--- config.mk ---
export PLATFORM = sky130hd
export DESIGN_NAME = lmsm_sequencer_flat
export DESIGN_NICKNAME = d
export VERILOG_FILES = /design/src/rtl/lmsm_sequencer_if.sv /design/src/rtl/lmsm_sequencer.sv /design/src/flat_wrapper.sv
export SDC_FILE = /design/constraint.sdc
export NUM_CORES = 1
export LEC_CHECK = 0
export CORE_ASPECT_RATIO = 0.7
export CORE_MARGIN = 10
export CORE_UTILIZATION = 36
export DETAILED_ROUTE_END_ITERATION = 8
export GPL_ROUTABILITY_DRIVEN = 0
export GPL_TIMING_DRIVEN = 0
export PLACE_DENSITY = 0.93
export SYNTH_ARGS = -nofsm -noshare
export SYNTH_HDL_FRONTEND = slang
export SYNTH_SLANG_ARGS = --single-unit
--- constraint.sdc ---
create_clock -name clk -period 3.2 [get_ports clk]
set_input_delay 0.32 -clock clk [delete_from_list [all_inputs] [get_ports clk]]
set_output_delay 0.32 -clock clk [all_outputs]
set_load 0.01 [all_outputs]
--- src/rtl/lmsm_sequencer_if.sv ---
// Memory and register-file bus of the LM/SM sequencer.
// master: sequencer side (addresses, strobes, write data); slave: memory/RF side (read data).
interface lmsm_sequencer_if;
  logic [5:0]  mem_addr;
  logic        mem_read_n;
  logic        mem_write_n;
  logic [15:0] mem_wdata;
  logic [15:0] mem_rdata;
  logic [2:0]  rf_raddr;
  logic [15:0] rf_rdata;
  logic [2:0]  rf_waddr;
  logic [15:0] rf_wdata;
  logic        rf_we;

  modport master (
    output mem_addr, mem_read_n, mem_write_n, mem_wdata,
    output rf_raddr, rf_waddr, rf_wdata, rf_we,
    input  mem_rdata, rf_rdata
  );

  modport slave (
    input  mem_addr, mem_read_n, mem_write_n, mem_wdata,
    input  rf_raddr, rf_waddr, rf_wdata, rf_we,
    output mem_rdata, rf_rdata
  );
endinterface

--- src/rtl/lmsm_sequencer.sv ---
// LM/SM sequencer: walks an 8-bit register list, one memory access per register.
// Ports: clk, rst (sync high), start/is_store/base_addr/reg_list in, busy/done out, bus (master).
module lmsm_sequencer (
  input  logic                clk,
  input  logic                rst,
  input  logic                start,
  input  logic                is_store,
  input  logic [15:0]         base_addr,
  input  logic [7:0]          reg_list,
  lmsm_sequencer_if.master    bus,
  output logic                busy,
  output logic                done
);

  typedef enum logic [1:0] {
    S_IDLE,
    S_ACCESS,
    S_LOAD_WB,
    S_DONE
  } state_t;

  state_t      state, state_n;
  logic [7:0]  mask, mask_n;
  logic [5:0]  ptr, ptr_n;
  logic        op, op_n;
  logic [2:0]  idx;
  logic [7:0]  rest;

  // lowest set bit of mask wins
  always_comb begin
    idx = 3'd0;
    for (int i = 7; i >= 0; i--) begin
      if (mask[i]) idx = i[2:0];
    end
  end

  assign rest = mask & ~(8'd1 << idx);

  always_ff @(posedge clk) begin
    if (rst) begin
      state <= S_IDLE;
      mask  <= '0;
      ptr   <= '0;
      op    <= 1'b0;
    end else begin
      state <= state_n;
      mask  <= mask_n;
      ptr   <= ptr_n;
      op    <= op_n;
    end
  end

  always_comb begin
    state_n         = state;
    mask_n          = mask;
    ptr_n           = ptr;
    op_n            = op;
    bus.mem_addr    = '0;
    bus.mem_read_n  = 1'b1;
    bus.mem_write_n = 1'b1;
    bus.mem_wdata   = '0;
    bus.rf_raddr    = '0;
    bus.rf_waddr    = '0;
    bus.rf_wdata    = '0;
    bus.rf_we       = 1'b0;
    busy            = 1'b1;
    done            = 1'b0;
    unique case (state)
      S_IDLE: begin
        busy = 1'b0;
        if (start) begin
          mask_n  = reg_list;
          ptr_n   = base_addr[5:0];
          op_n    = is_store;
          state_n = (reg_list == 8'd0) ? S_DONE : S_ACCESS;
        end
      end
      S_ACCESS: begin
        bus.mem_addr = ptr;
        if (op) begin
          bus.rf_raddr    = idx;
          bus.mem_wdata   = bus.rf_rdata;
          bus.mem_write_n = 1'b0;
          mask_n          = rest;
          ptr_n           = ptr + 6'd1;
          state_n         = (rest == 8'd0) ? S_DONE : S_ACCESS;
        end else begin
          bus.mem_read_n = 1'b0;
          state_n        = S_LOAD_WB;
        end
      end
      S_LOAD_WB: begin
        bus.rf_we    = 1'b1;
        bus.rf_waddr = idx;
        bus.rf_wdata = bus.mem_rdata;
        mask_n       = rest;
        ptr_n        = ptr + 6'd1;
        state_n      = (rest == 8'd0) ? S_DONE : S_ACCESS;
      end
      S_DONE: begin
        done    = 1'b1;
        state_n = S_IDLE;
      end
      default: state_n = S_IDLE;
    endcase
  end

endmodule

--- src/flat_wrapper.sv ---
// flat-port wrapper written by rule: the top's interface ports become plain ports
module lmsm_sequencer_flat 
  (clk, rst, start, is_store, base_addr, reg_list, busy, done, bus_mem_addr, bus_mem_read_n, bus_mem_write_n, bus_mem_wdata, bus_rf_raddr, bus_rf_waddr, bus_rf_wdata, bus_rf_we, bus_mem_rdata, bus_rf_rdata);
  lmsm_sequencer_if bus_i ();
  input  logic clk;
  input  logic rst;
  input  logic start;
  input  logic is_store;
  input  logic [15:0] base_addr;
  input  logic [7:0] reg_list;
  output logic busy;
  output logic done;
  output wire logic [$bits(bus_i.mem_addr)-1:0] bus_mem_addr;
  output wire logic [$bits(bus_i.mem_read_n)-1:0] bus_mem_read_n;
  output wire logic [$bits(bus_i.mem_write_n)-1:0] bus_mem_write_n;
  output wire logic [$bits(bus_i.mem_wdata)-1:0] bus_mem_wdata;
  output wire logic [$bits(bus_i.rf_raddr)-1:0] bus_rf_raddr;
  output wire logic [$bits(bus_i.rf_waddr)-1:0] bus_rf_waddr;
  output wire logic [$bits(bus_i.rf_wdata)-1:0] bus_rf_wdata;
  output wire logic [$bits(bus_i.rf_we)-1:0] bus_rf_we;
  input wire logic [$bits(bus_i.mem_rdata)-1:0] bus_mem_rdata;
  input wire logic [$bits(bus_i.rf_rdata)-1:0] bus_rf_rdata;
  assign bus_mem_addr = bus_i.mem_addr;
  assign bus_mem_read_n = bus_i.mem_read_n;
  assign bus_mem_write_n = bus_i.mem_write_n;
  assign bus_mem_wdata = bus_i.mem_wdata;
  assign bus_rf_raddr = bus_i.rf_raddr;
  assign bus_rf_waddr = bus_i.rf_waddr;
  assign bus_rf_wdata = bus_i.rf_wdata;
  assign bus_rf_we = bus_i.rf_we;
  assign bus_i.mem_rdata = bus_mem_rdata;
  assign bus_i.rf_rdata = bus_rf_rdata;
  lmsm_sequencer u_core (.clk(clk), .rst(rst), .start(start), .is_store(is_store), .base_addr(base_addr), .reg_list(reg_list), .bus(bus_i), .busy(busy), .done(done));
endmodule
==> results of run 1 <==
[registers in the layout, indices dropped and copies added, names as in the netlist]
| register | flops |
|---|---|
| u_core.op | 1 |
| u_core.mask | 8 |
| u_core.ptr | 6 |
| u_core.state | 2 |
[cell usage in the layout, fill, tap and decap left out, types with 2 or more instances in the layout]
cell type	count
a211oi_1	4
a21oi_1	16
a221oi_1	2
and2_1	25
and3_1	16
buf_2	2
clkbuf_1	8
clkbuf_8	3
clkdlybuf4s50_1	97
dfxtp_1	17
ha_1	6
inv_1	9
nand2_1	15
nand3_1	4
nor2_1	10
nor2b_1	5
nor3_1	11
nor4_1	4
o21a_1	2
o21ai_0	13
o21ai_1	2
o22ai_1	2
o31a_1	2
[power by group]
| part | internal, W | leakage, nW | switching [W] |
|---|---|---|---|
| Combinational | 0.000589 | 0.799 | 0.000725 |
| Clock | 0.0000866 | 0.0255 | 0.0000780 |
| Sequential | 0.000299 | 0.140 | 0.0000897 |
[final timing paths]
kind,depth (start not counted),slack [ns],endpoint
worst max-delay path,5,0.68,bus_mem_wdata[11]
worst min-delay path,2,0.50,u_core.ptr[3]
worst max register to register,7,1.10,u_core.mask[1]
worst min register to register,2,0.53,u_core.ptr[2]
[per-stage QoR]
stage | power (W) | instances | util (%) | worst slack (ns) | area, um^2
2_1_floorplan | 0.00118 | 194 | - | 1.46 | 1380
3_3_place_gp | 0.00162 | 341 | 66.9 | 1.07 | 2410
3_5_place_dp | 0.00167 | 341 | 66.9 | 1.01 | 2410
4_1_cts | 0.00185 | 345 | 68.2 | 0.742 | 2460
5_1_grt | 0.00201 | 345 | 68.2 | 0.566 | 2460
6_report | 0.00187 | 345 | 68.2 | 0.676 | 2460
[cell families after synthesis]
family	synth area share (%)
AND/OR/NAND/NOR	39.7
buffers and inverters	6.99
flip-flops	24.7
adder cells (fa/ha/maj)	6.18
multiplexers	0.727
AO/OA/AOI/OAI	21.7
[area by class of cell]
class | count | area share, %
buffer | 12 | 2.39
clock buffer | 3 | 1.68
clock inverter | 1 | 0.204
inverter | 10 | 1.53
multi-input combinational | 155 | 38.3
sequential | 17 | 13.8
tap | 50 | 2.55
timing repair buffer | 97 | 39.5
[metal layers]
layer / global-route usage [%] / vias to the layer above
li1: - / 887
met1: 20.0 / 816
met2: 28.9 / 123
met3: 4.79 / 6
met4: 1.68 / 0
met5: 0 / -
[worst reg2reg max path, stage by stage (launching register included)]
cell and delay [ns]:
dfxtp_1 0.38, inv_1 0.12, ha_1 0.29, nor2b_1 0.24, or3_1 0.42, buf_4 0.19
o21ai_0 0.21, a21oi_1 0.12
==> metrics.md, run 1 <==
| Metric | Value |
|---|---|
| Top layer in use | met4 |
| Outcome | finished, final reports clean |
| Die X | 93.9 um |
| Final setup vio count | 0 |
| Most frequent cell after synthesis | and2_1 |
| CP Data Required Time | 2.88 ns |
| Clock sinks | 17 |
| Post-CTS Resized | 0 |
| Avg Inst Size Synth | 7.10 um^2 |
| Max stage delay on crit path | 0.55 ns |
| Total CTS buffers | 3 |
| Starting Density | 38.2% |
| First drt pass iteration count | 5 |
| Per-cell routed wire length | 17.4 um |
| Number of H-tree levels | 1 |
| Worst Hold Launch | rst |
| MaxCap Viol Count | 0 |
| Post-synth EDFFs | 0 |
| Crit share post-route | 78.9% |
| First-pass GRT wire length | 9120 um |
| Delay-heaviest family, CP | buffers and inverters |
| N_diodes | 0 |
| # hold bufs at CTS | 0 |
| Synth top cells by count | 25 x and2_1, 17 x dfxtp_1, 16 x a21oi_1, 16 x and3_1, 15 x nand2_1 |
| Clock latency on the worst-skew pair | 0.26 ns |
| Worst path arrival time | 2.20 ns |
| Reg-to-reg startpoint | u_core.state[1] |
| Setup CP Type | reg -> out |
| RSZ-0062 raised after global routing | no |
| CP max-delay cell | clkdlybuf4s50_1 |
| Post-synth top flop | dfxtp_1 |
| Vias after detailed routing | 1832 |
| Async set or reset register ratio after synthesis | 0% |
| Detailed placement HPWL | 4900 um |
| Residual DRC | 0 |
| Yosys warnings | 0 |
| Clk_skew | 0.00436 ns |
| Die Span Y | 71.8 um |
| Worst Tran Pin Value | 0.659 ns |
| Met3 WL | 580 um |
| Antenna viol nets, final | 0 |
| WL met1 | 2610 um |
| Area growth from synthesis to layout | 78.4% |
| Crit path cell chain | inv_1 > ha_1 > clkbuf_1 > and3_1 > clkdlybuf4s50_1 |
| Largest fanout on the critical path | 10 |
| Setup TNS | 0 ns |
| Number of global-route vias before repair | 1705 |
| Cells after Synth | 194 |
| Peak supply drop | 434 uV |
| Area share of the largest cell type after synthesis | 24.7% |
| FMAX | 396 MHz |
| Root Driver | clkbuf_8 |
| Buffers on Ports | 97 |
| Post-CTS Setup Bufs | 0 |
| Post-synth top area cell | dfxtp_1 |
| CP Capture Type | output pin |
| Post-Syn Nets | 260 |
| Layout cells sized above 1 | 4.41% |
| Minimum clock period | 2.52 ns |
| Core Area | 0.00360 mm^2 |
| Register area | 340 um^2 |
| Fill cells | 306 |
| Iteration-0 DRC Markers | 119 |
| WP buf/inv | 3 |
| Critical Path Start | u_core.state[1] |
| Relative slew slack | 55.7% |
| Mapped Area | 0.00138 mm^2 |
| Final slew viol count | 0 |
| Max clock buf depth | 2 |
| PwrDens | 760 mW/mm^2 |
| Grt ovf | 0 |
| Critical Path Source Type | flip-flop |
| Multi-input gate area | 941 um^2 |
| Hold slack | 0.502 ns |
| Initial antenna violation count | 0 |
| CTS tree | done |
| Full die area | 0.00674 mm^2 |
| Routed wl met2 | 2790 um |
| Total GRT Usage | 16.5% |
| Number of synthesized register bits | 17 |
| Hold violation total from the final report | 0 |
| Largest net degree at the start of global routing | 11 |
| CTS clk-pin slew, worst paths | 0.07 ns |
| Fin nets | 362 |
| Vias per inst | 5.31 |
| Min-delay worst type | in -> reg |
| Leakage | 0.964 nW |
| Top area cells in the synthesized netlist | dfxtp_1 25%, and2_1 11%, and3_1 7.3%, a21oi_1 5.8%, ha_1 5.4% |
| Site row count | 18 |
| Register area share after synthesis | 24.7% |
| Number of top-level pins | 109 |
| Drt total wl | 6020 um |
| Count of cell types in the netlist | 40 |
Note: power is estimated with default switching activity, not from simulation.
==> run 2, diff against run 1 <==
- CORE_UTILIZATION: 36 -> 30
- PLACE_DENSITY: 0.93 -> 0.83
- clock period: 3.2 -> 2.2 ns (I/O delays scaled with it)
==> run 2 against run 1 <==
  * Sequential share of layout area down 0.20 points
  * Sequential power is 48% higher
  * Global-route usage fell by 3.5 points
  * Critical path depth unchanged
  * Utilization decreased by 11 points
  * Cell count rose by 1.4%
  * Register-to-register slack worse by 0.90 ns
  * Clock power increased by 50%
  * Critical path type unchanged
==> metrics.md, run 2 (synthesized netlist as in run 1, its figures left out) <==
| Metric | Value |
|---|---|
| Outcome | finished, final reports clean |
| Grt ovf | 0 |
| Largest fanout on the critical path | 9 |
| Critical Path Source Type | flip-flop |
| Per-cell routed wire length | 15.7 um |
| Leakage | 1.01 nW |
| First-pass GRT wire length | 8560 um |
| Final setup vio count | 0 |
| Full die area | 0.00775 mm^2 |
| Die Span Y | 76.7 um |
| Residual DRC | 0 |
| Relative slew slack | 56.2% |
| First drt pass iteration count | 4 |
| FMAX | 480 MHz |
| Layout cells sized above 1 | 7.46% |
| Site row count | 20 |
| Initial antenna violation count | 0 |
| Crit share post-route | 94.7% |
| Buffers on Ports | 97 |
| CP Capture Type | output pin |
| Detailed placement HPWL | 4560 um |
| Worst Tran Pin Value | 0.651 ns |
| Most frequent cells in the layout | 92 x clkdlybuf4s50_1, 25 x and2_1, 16 x a21oi_1, 16 x and3_1, 16 x dfxtp_1 |
| Number of H-tree levels | 1 |
| Peak supply drop | 511 uV |
| MaxCap Viol Count | 0 |
| Area growth from synthesis to layout | 81.7% |
| Vias per inst | 5.14 |
| Commonest non-fill, non-tap cell in the layout | clkdlybuf4s50_1 |
| Setup CP Type | reg -> out |
| Drt total wl | 5510 um |
| Hold violation total from the final report | 0 |
| Setup TNS | 0 ns |
| Vias after detailed routing | 1798 |
| WP buf/inv | 3 |
| Number of global-route vias before repair | 1721 |
| Total GRT Usage | 13.0% |
| CTS tree | done |
| Root Driver | clkbuf_8 |
| Pwr Total | 0.00272 W |
| Fin nets | 362 |
| Max stage delay on crit path | 0.50 ns |
| Hold slack | 0.416 ns |
| N_diodes | 0 |
| Clock latency on the worst-skew pair | 0.26 ns |
| Final core occ | 57.1% |
| Clock sinks | 17 |
| Crit path cell chain | buf_6 > or4_1 > buf_2 > nor3_1 > dlygate4sd2_1 |
| Die X | 101 um |
| Minimum clock period | 2.08 ns |
| Final slew viol count | 0 |
| Post-DP Area | 0.00242 mm^2 |
| Number of top-level pins | 109 |
| Antenna viol nets, final | 0 |
| Worst path arrival time | 1.86 ns |
| Post-CTS Setup Bufs | 0 |
| Core Area | 0.00438 mm^2 |
| Biggest regs | u_core.mask: 8 flops, u_core.ptr: 6 flops, u_core.state: 2 flops |
| Iteration-0 DRC Markers | 120 |
| Largest net degree at the start of global routing | 12 |
| Max clock buf depth | 2 |
| Design area | 0.00250 mm^2 |
| Max reg flops | 8 |
| CP max-delay cell | or4_1 |
| Top reg by flops | u_core.mask |
| CP Data Required Time | 1.98 ns |
| Clk_skew | 0.00540 ns |
| Starting Density | 31.5% |
| RSZ-0062 raised after global routing | no |
| CTS clk-pin slew, worst paths | 0.07 ns |
| Total CTS buffers | 3 |
| Delay-heaviest family, CP | simple AND/OR/NAND/NOR gates |
| PwrDens | 1090 mW/mm^2 |
| Min-delay worst type | in -> reg |
-- run 2: path summary, 6_finish.rpt --
kind | from | endpoint | slack, ns | cells after the start
setup / recovery | u_core.mask[1] | bus_rf_waddr[2] | 0.12 | 5
hold / removal | rst | u_core.mask[7] | 0.42 | 2
setup reg to reg | u_core.state[0] | u_core.mask[2] | 0.20 | 7
hold reg to reg | u_core.mask[7] | u_core.mask[7] | 0.50 | 2
-- run 2: repair_timing --
action	in CTS	in global routing
endpoints found under the setup margin	37	32
hold buffers	0	0
gates resized for setup	11	7
endpoints found under the hold margin	0	0
-- run 2: stage by stage --
step,setup slack (ns),std cells
after floorplan,0.459,194
after global placement,0.143,346
after detailed placement,0.134,346
after CTS,0.0185,350
after global routing,0.0111,350
final,0.116,350
-- run 2: layout make-up --
| cell class | count | area [um^2] |
|---|---|---|
| tap | 55 | 68.8 |
| sequential | 17 | 342 |
| multi-input combinational | 155 | 975 |
| inverter | 10 | 37.5 |
| buffer | 12 | 62.6 |
| fill | 403 | 1880 |
| clock inverter | 1 | 7.51 |
| timing repair buffer | 97 | 968 |
| clock buffer | 3 | 41.3 |
-- run 2: worst reg2reg max path, stage by stage, from the launching register on --
cell and delay, ns:
dfxtp_1 0.43, inv_2 0.12, ha_1 0.25, nor2b_1 0.23
or3_1 0.38, buf_4 0.19, o21ai_0 0.19, a21oi_1 0.09
-- run 2: layer usage --
metal  up-vias  wire, um  track usage (%)
met1       834      2420             15.4
met3         8       465             4.83
met4         0        56             1.11
li1        887         -                -
met5         -         0                0
met2        69      2570             22.4
-- run 2: power by group --
part	internal (W)	total, W	leakage (nW)	switching (W)
sequential	0.000436	0.000575	0.140	0.000139
clock	0.000128	0.000247	0.0217	0.000119
combinational	0.000887	0.00190	0.848	0.00101
==> run 3, diff against run 2 <==
- CORE_MARGIN: 10 -> 8
- RECOVER_POWER: not set -> 100
==> run 3 against run 2 <==
  * Clock-buffer cell count stayed put
  * Hold slack worse by 0.015 ns
  * Die area fell by 9.0%
==> metrics.md, run 3 (synthesized netlist as in run 1, its figures left out) <==
| Metric | Value |
|---|---|
| N_diodes | 0 |
| Clock sinks | 17 |
| Minimum clock period | 2.10 ns |
| Internal power | 0.00140 W |
| Fill cells | 413 |
| Most frequent cells in the layout | 82 x clkdlybuf4s50_1, 16 x a21oi_1, 16 x and3_1, 16 x dfxtp_1, 15 x nand2_1 |
| Total GRT Usage | 14.1% |
| Number of top-level pins | 109 |
| Max clock buf depth | 2 |
| Max reg flops | 8 |
| Antenna viol nets, final | 0 |
| Detailed placement HPWL | 4210 um |
| Pwr Total | 0.00264 W |
| Sequential Power Share | 21.7% |
| Initial antenna violation count | 0 |
| CP Capture Type | output pin |
| Clock power frac | 9.2% |
| Worst path arrival time | 1.88 ns |
| Post-DP Area | 0.00242 mm^2 |
| Root Driver | clkbuf_8 |
| Leakage | 0.992 nW |
| Residual DRC | 0 |
| Hold violation total from the final report | 0 |
| Critical Path Source Type | flip-flop |
| Die X | 97.0 um |
| Setup TNS | 0 ns |
| Drt total wl | 5080 um |
| MaxCap Viol Count | 0 |
| CTS clk-pin slew, worst paths | 0.07 ns |
| Layout cells sized above 1 | 6.78% |
| Vias per inst | 5.00 |
| Fin nets | 362 |
| CP Data Required Time | 1.98 ns |
| Area growth from synthesis to layout | 79.4% |
| RSZ-0062 raised after global routing | no |
| Iteration-0 DRC Markers | 74 |
| Vias after detailed routing | 1751 |
| Clock latency on the worst-skew pair | 0.26 ns |
| Post-CTS Setup Bufs | 0 |
| # hold bufs at CTS | 0 |
| Total CTS buffers | 3 |
| Sw power | 0.00124 W |
| Full die area | 0.00705 mm^2 |
| Biggest regs | u_core.mask: 8 flops, u_core.ptr: 6 flops, u_core.state: 2 flops |
| Die Span Y | 72.7 um |
| Commonest non-fill, non-tap cell in the layout | clkdlybuf4s50_1 |
| Design area | 0.00247 mm^2 |
| PwrDens | 1070 mW/mm^2 |
| Starting Density | 31.5% |
| Crit share post-route | 95.4% |
| First drt pass iteration count | 4 |
| Number of global-route vias before repair | 1655 |
| Clk_skew | 0.00362 ns |
| Largest net degree at the start of global routing | 11 |
| Peak supply drop | 576 uV |
| Grt ovf | 0 |
| Setup CP Type | reg -> out |
| Outcome | finished, final reports clean |
| Buffers on Ports | 97 |
| Worst Tran Pin Value | 0.679 ns |
| Top reg by flops | u_core.mask |
| Core Area | 0.00438 mm^2 |
| Placed Instances | 346 |
| FMAX | 476 MHz |
| Relative slew slack | 54.3% |
| CTS tree | done |
| Min-delay worst type | in -> reg |
| Logic pwr share | 69.1% |
| Number of H-tree levels | 1 |
| Post-CTS Resized | 7 |
| First-pass GRT wire length | 8370 um |
| Site row count | 20 |
| Per-cell routed wire length | 14.5 um |
| Post-route insts no fill | 350 |
| Largest fanout on the critical path | 9 |
| Sw Ratio | 47.1% |
| Final slew viol count | 0 |
| Final setup vio count | 0 |
-- run 3: critical path: stages, from the launching register on --
cell and delay [ns]:
dfxtp_1 0.30, buf_4 0.15, or4_1 0.49, clkbuf_1 0.19, nor3_1 0.19, dlygate4sd2_1 0.29
-- run 3: metal layers --
layer	vias to the layer above	track usage [%]	share of wire (%)	wire, um
met3	4	4.45	6.5	331
met4	0	2.38	0.43	22
met2	62	23.2	47	2400
li1	886	-	-	-
met5	-	0	0	0
met1	799	17.8	46	2330
-- run 3: path summary, 6_finish.rpt --
kind,from,to,slack (ns),cells past startpoint
max reg2reg,u_core.state[0],u_core.ptr[0],0.19,6
min,rst,u_core.mask[7],0.40,2
max,u_core.mask[1],bus_rf_waddr[2],0.10,5
min reg2reg,u_core.mask[7],u_core.mask[7],0.49,2
-- run 3: stage by stage --
| step | util [%] | worst slack (ns) | hold slack, ns |
|---|---|---|---|
| global route | 56.4 | 0.00437 | 0.416 |
| detailed placement | 55.2 | 0.141 | 0.485 |
| floorplan | - | 0.459 | 0.356 |
| global placement | 55.2 | 0.162 | 0.483 |
| CTS | 56.4 | -0.00555 | 0.398 |
| finish | 56.4 | 0.100 | 0.401 |
-- run 3: layout make-up --
class / count / area, um^2 / area share [%]
Buffer: 12 / 55.1 / 2.23
Clock buffer: 3 / 41.3 / 1.67
Clock inverter: 1 / 5.00 / 0.203
Inverter: 10 / 37.5 / 1.52
Multi-Input combinational cell: 155 / 966 / 39.1
Sequential cell: 17 / 342 / 13.8
Tap cell: 55 / 68.8 / 2.78
Timing Repair Buffer: 97 / 956 / 38.7
-- run 3: power by group through the flow --
stage	clock (W)	sequential (W)	combinational [W]
2_1_floorplan	0	0.000532	0.00119
3_3_place_gp	0	0.000557	0.00179
3_5_place_dp	0	0.000565	0.00184
4_1_cts	0.000246	0.000559	0.00185
5_1_grt	0.000261	0.000595	0.00202
6_report	0.000242	0.000573	0.00182
